## src/rtl/fetch_stage.sv

```systemverilog
// rtl/fetch_stage.sv - instruction fetch unit: owns fetch PC, issues imem reads, hands {inst, pc, pc+4} downstream
// Single outstanding request; redirects win over everything and stale responses are discarded.
module fetch_stage #(
  parameter logic [31:0] RESET_PC = 32'h1eceb000
) (
  input  logic        clk,
  input  logic        rst,
  output logic [31:0] imem_addr,
  output logic [3:0]  imem_rmask,
  input  logic [31:0] imem_rdata,
  input  logic        imem_resp,
  input  logic        redirect_valid,
  input  logic [31:0] redirect_pc,
  output logic        inst_valid,
  input  logic        inst_ready,
  output logic [31:0] inst,
  output logic [31:0] inst_pc,
  output logic [31:0] inst_pc_next
);

  typedef enum logic [1:0] {REQ, WAIT, VALID} state_t;

  state_t      state_q, state_d;
  logic [31:0] pc_q, pc_d;
  logic [31:0] inst_q, inst_d;
  logic [31:0] inst_pc_q, inst_pc_d;
  logic        discard_q, discard_d;
  logic        req;

  always_comb begin
    state_d   = state_q;
    pc_d      = pc_q;
    inst_d    = inst_q;
    inst_pc_d = inst_pc_q;
    discard_d = discard_q;
    req       = 1'b0;

    if (redirect_valid) begin
      pc_d = {redirect_pc[31:2], 2'b00};
      case (state_q)
        WAIT: begin
          // A response landing with the redirect is the stale one; otherwise remember to drop it.
          if (imem_resp) begin
            state_d   = REQ;
            discard_d = 1'b0;
          end else begin
            discard_d = 1'b1;
          end
        end
        default: state_d = REQ;
      endcase
    end else begin
      case (state_q)
        REQ: begin
          req     = 1'b1;
          state_d = WAIT;
        end
        WAIT: begin
          if (imem_resp) begin
            if (discard_q) begin
              discard_d = 1'b0;
              state_d   = REQ;
            end else begin
              inst_d    = imem_rdata;
              inst_pc_d = pc_q;
              pc_d      = pc_q + 32'd4;
              state_d   = VALID;
            end
          end
        end
        VALID: begin
          if (inst_ready) begin
            req     = 1'b1;
            state_d = WAIT;
          end
        end
        default: state_d = REQ;
      endcase
    end
  end

  always_ff @(posedge clk) begin
    if (rst) begin
      state_q   <= REQ;
      pc_q      <= RESET_PC;
      inst_q    <= 32'h0;
      inst_pc_q <= 32'h0;
      discard_q <= 1'b0;
    end else begin
      state_q   <= state_d;
      pc_q      <= pc_d;
      inst_q    <= inst_d;
      inst_pc_q <= inst_pc_d;
      discard_q <= discard_d;
    end
  end

  always_ff @(posedge clk) begin
    if (!rst && imem_resp) begin
      assert (state_q == WAIT);
    end
  end

  assign imem_addr    = pc_q;
  assign imem_rmask   = (req && !rst) ? 4'hf : 4'h0;
  assign inst_valid   = (state_q == VALID);
  assign inst         = inst_q;
  assign inst_pc      = inst_pc_q;
  assign inst_pc_next = inst_pc_q + 32'd4;

endmodule

```

## config.mk

```make
export PLATFORM = sky130hd
export DESIGN_NAME = fetch_stage
export DESIGN_NICKNAME = d
export VERILOG_FILES = /design/src/rtl/fetch_stage.sv
export SDC_FILE = /design/constraint.sdc
export NUM_CORES = 1
export LEC_CHECK = 0
export BUFFER_PORTS_ARGS = -buffer_cell sky130_fd_sc_hd__buf_2
export CORE_MARGIN = 2
export CORE_UTILIZATION = 47
export CTS_BUF_LIST = sky130_fd_sc_hd__clkbuf_8
export CTS_CLUSTER_DIAMETER = 50
export DETAILED_ROUTE_END_ITERATION = 7
export GPL_TIMING_DRIVEN = 0
export PLACE_DENSITY = 0.86
export SETUP_SLACK_MARGIN = 0.3
export SYNTH_ARGS = -nofsm -noshare
export SYNTH_HDL_FRONTEND = slang
export SYNTH_SLANG_ARGS = --single-unit
```

## constraint.sdc

```tcl
create_clock -name clk -period 5.3 [get_ports clk]
set_input_delay 0.265 -clock clk [delete_from_list [all_inputs] [get_ports clk]]
set_output_delay 0.265 -clock clk [all_outputs]
set_load 0.02 [all_outputs]
```

* After elaboration in Yosys (flattened, before gate mapping)
Cells that the tools add are included.
** Word-level totals
- Register bits after elaboration :: 99
- Output and inout bits :: 133
** Operators by class
- $add $sub $neg :: 2
- Equality and inequality tests :: 5
- Mux-type cells :: 20
- Bitwise gates (word level) :: 2
- Reductions and logical operators :: 11
** Operators with widths (count)
- 32-bit 2-to-1 mux :: 4
- 32-bit by 3-bit adder with 32-bit output (second input constant) :: 2
- 2-bit 2-to-1 mux :: 6
- 1-bit 2-to-1 mux :: 7
- 2-bit one-hot mux with 3 select lines :: 1
- 3-bit AND reduction :: 2
- 4-bit 2-to-1 mux :: 1
- 2-bit inequality test (second input constant) :: 2
- 2-bit AND reduction :: 2
- 4-bit AND reduction :: 1
- 2-bit nonzero test :: 2
- 3-bit by 2-bit inequality test with 1-bit output (second input constant) :: 1
- 2-bit by 1-bit == test with 1-bit output (second input constant) :: 1
- 2-bit == test (second input constant) :: 1
- 2-bit logical NOT :: 1
- 1-bit inverter :: 2
- 1-bit one-hot mux with 2 select lines :: 1
- 2-bit OR reduction :: 1
- 1-bit logical AND :: 1
- 1-bit logical NOT :: 1

* Longest topological paths before layout
- Depth in word-level cells :: 5
- Depth in mapped cells :: 7
- Gate-level depth less buffers :: 6

* Worst setup path after synthesis
OpenSTA, ideal clock, no wires.
- Path type :: register -> output
- Start point :: register inst_pc_q[4] (netlist: inst_pc[4])
- End point :: output inst_pc_next[28]
- Data arrival time :: 1.945 ns
- Required time :: 5.035 ns
- Slack :: 3.090 ns
- Stages on the path, launching flop included :: 7
- Path buffers :: 1
- Cells stage by stage :: dfxtp_1 > and4_1 > clkbuf_1 > nand2_1 > or3_1 > nor3_1 > xor2_1
** Between the ends
- Word-level cells in the longest chain between the ends :: 1
** Ends and longest elaborated chain
- from (decl) :: line 26 : logic [31:0] inst_pc_q, inst_pc_d;
- from (signal assigned) :: line 93 : inst_pc_q <= inst_pc_d;
- 32-bit by 3-bit adder with 32-bit output :: line 109 : assign inst_pc_next = inst_pc_q + 32'd4;
- to (decl) :: line 18 : output logic [31:0] inst_pc_next
No other way between the ends.

* Worst setup path after layout
Ends and elaborated chain as after synthesis.

==> key figures <==
STA
  – Max-slew headroom at the worst pin: 0.351
  – RSZ-0062 raised after global routing: false
  – Fin crit share: 0.506
  – Min Tclk post-route: 2.68 ns
  – Max Freq: 373 MHz
  – Final hold slack: approximately 0.12 ns
  – Final setup viols: 0
  – Setup TNS: 0 ns
  – Slew Limit Fails: 0
  – Final number of hold-violating endpoints: 0
  – Setup Skew: 0.0101 ns
  – Slew @ Worst Pin: 0.964 ns

CTS
  – Clock Latency Late Sink: 0.36 ns
  – CTS clk-pin slew, worst paths: 0.10 ns
  – Post-CTS Resized: 0
  – CTS tree: done
  – Clock sink count: 95
  – H-tree levels: 3
  – CTS buffer count: 9
  – # hold bufs at CTS: 0
  – CTS root buffer: clkbuf_8
  – Post-CTS setup repair buffer count: 0
  – Clock buffer depth: 2

Global route
  – Global-route congestion overflow total: 0
  – Gr busiest metal: met2
  – Met3 Resource Use GR: 0.0481
  – First-pass GRT wire length: 20700 µm
  – Met1 track utilization from global routing: 0.324
  – Initial antenna violation count: 0
  – Grt met2 use: 0.415
  – Number of global-route vias before repair: 4222
  – Total Routing Usage GR: 0.251
  – Largest net degree at the start of global routing: 17

Setup path
  – Setup CP Type: reg -> out
  – Critical path required time: 5.04 ns
  – WP data arrival: between 2 and 2.5 ns
  – Worst reg-to-reg path cell count: 6
  – Worst setup SP type: register
  – Crit. End Element: output port
  – Worst-path maximum fanout: 7

Synth
  – Synth area leader: dfxtp_1
  – Flops & latches, synth: 95
  – Post-synth EDFFs: 0
  – Async SR Flop Fraction: 0
  – Sequential-to-total area share from yosys stat: 0.417
  – Compound-Gate Fraction of Synth Area: 0.128
  – Synth unique cells: 46
  – Mapped Cells: 590
  – Xor-xnor portion of the synthesized cell area: 0.0922
  – Largest family of logic cells by synthesized area: simple AND/OR/NAND/NOR gates
  – Largest cells by area after synthesis: dfxtp_1 42%, nand2_1 13%, a21oi_1 8.6%, xnor2_1 5.0%, xor2_1 4.2%
  – Post-synthesis simple-gate area fraction: 0.300
  – Mean Syn Cell Area: 7.73 µm²
  – Synth Cell Area: approximately 0.0046 mm²
  – Number of synthesis warnings: 0
  – Synth Area in Adders: 0.00549
  – Post-synth top area share: 0.417
  – Post-synthesis mux area share: 0.00658
  – Top FF cell, synth: dfxtp_1

Drt
  – WL per Instance: 14.7 µm
  – Via count: 4883
  – Vias/cell: 5.24
  – Antenna Nets Post-Route: 0
  – Total routed wirelength: 13700 µm
  – First-pass iteration count of the detailed router: 5
  – DR DRC count: 0
  – DR iter-0 viols: about 340

Pwr
  – PD cells: 243 mW/mm²
  – Worst vdd ir: 0.000206 V
  – LEAKAGE: 2.56 nW

Run
  – Max Cap Viol: 0

Placed design
  – Count of input and output buffers: 192
  – Detail Placement HPWL: 10500 µm
  – Final RePlAce weighted congestion: 0.898

Run status
  – Status: finished, final reports clean

Layout
  – ANT cells: 0
  – Final nets: between 800 and 900
  – Multi-input logic area: about 0.0024 mm²
  – Fillers: 881
  – Sequential standard cell area: 0.00190 mm²
  – Synth-to-Final Area Change: 29.0%
  – Fraction of layout cells with a size suffix above 1: 0.280

Floorplan
  – Chip height: 103 µm
  – IO Pins: just over 200
  – FP Rows: 35
  – Starting Density: 0.489
  – Die Width: 103 µm
  – Placeable Area: between 0.009 and 0.01 mm²
  – Die area: 0.0105 mm²

Hold path
  – WHS Path Cells: 3
  – Hold Path Class: in -> reg
[cells in the mapped netlist (6+ instances only)]
master / count
nor2_1: 39
xnor2_1: 26
nand4_1: 19
clkbuf_1: 29
and4_1: 10
dfxtp_1: 95
xor2_1: 22
nand2_1: 157
a21oi_1: 78
nand3_1: 16
inv_1: 6
nor3_1: 15
and3_1: 7
buf_4: 9
nor4_1: 6
a211oi_1: 10
[power by group]
group / switching (mW) / internal (mW) / leakage, nW / total [mW]
logic: 0.129 / 0.0781 / 1.69 / 0.207
clock network: 0.258 / 0.186 / 0.0907 / 0.444
registers: 0.0386 / 0.740 / 0.774 / 0.778
total: 0.426 / 1.00 / 2.56 / 1.43
[sequential cells by signal, indices dropped and copies added (netlist names)]
name       count
inst          32
state_q        2
inst_pc       30
discard_q      1
imem_addr     30
[critical path, stage by stage (launching register included)]
cell and delay [ns]:
dfxtp_1 0.45, and4_1 0.21, clkbuf_1 0.23, nand2_1 0.18, or3_1 0.40, nor3_1 0.21, xor2_1 0.19, buf_2 0.19
[path summary, 6_finish.rpt]
| check | start | slack, ns | endpoint |
|---|---|---|---|
| setup reg to reg | imem_addr[3]$_SDFFE_PP0P_ | 2.78 | imem_addr[30]$_SDFFE_PP0P_ |
| hold / removal | imem_rdata[8] | 0.12 | inst[8]$_SDFFE_PP0P_ |
| hold reg to reg | inst[17]$_SDFFE_PP0P_ | 0.45 | inst[17]$_SDFFE_PP0P_ |
| setup / recovery | inst_pc[4]$_SDFFE_PP0P_ | 2.62 | inst_pc_next[28] |
[logic make-up after synthesis]
kind of cell / after synthesis
compound gates: 104
xor+xnor: 48
fa+ha+maj: 2
buf+inv: 48
flops: 95
mux: 3
other cells: 1
simple gates: 289
[stage by stage]
step | cells | power [mW] | worst slack (ns) | area, µm² | utilization
2_1_floorplan | 595 | 0.910 | 3.09 | 4580 | -
3_3_place_gp | 916 | 0.995 | 2.99 | 5700 | 0.611
3_5_place_dp | 916 | 0.999 | 2.89 | 5700 | 0.611
4_1_cts | 932 | 1.43 | 2.62 | 5880 | 0.631
5_1_grt | 932 | 1.49 | 2.45 | 5880 | 0.631
6_report | 932 | 1.43 | 2.62 | 5880 | 0.631
[final cells by class]
cell class                 count  share of cell area
clock buffer                  10              0.0234
tap                          129              0.0274
clock inverter                 6             0.00765
inverter                       7             0.00447
timing repair buffer         192               0.163
multi-input combinational    452               0.416
buffer                        41              0.0344
sequential                    95               0.323
[layer usage]
layer  routed length, µm  share of wire  vias to the layer above
li1                    -              -                     2417
met1                5700           0.41                     2208
met2                6570           0.48                      219
met3                1000          0.073                       39
met4                 460          0.033                        0
met5                   0              0                        -
[cell usage in the layout (no fill, tap or decap), drive strengths merged, types with 3 or more instances in the layout]
cell / count
a211oi: 10
a21oi: 78
and3: 7
and4: 10
buf: 204
clkbuf: 39
conb: 6
dfxtp: 95
inv: 9
mux2i: 3
nand2: 157
nand3: 16
nand4: 20
nor2: 39
nor3: 16
nor4: 8
o21ai: 5
or3: 5
xnor2: 26
xor2: 22
No activity file was read; power rests on OpenSTA's default activity.
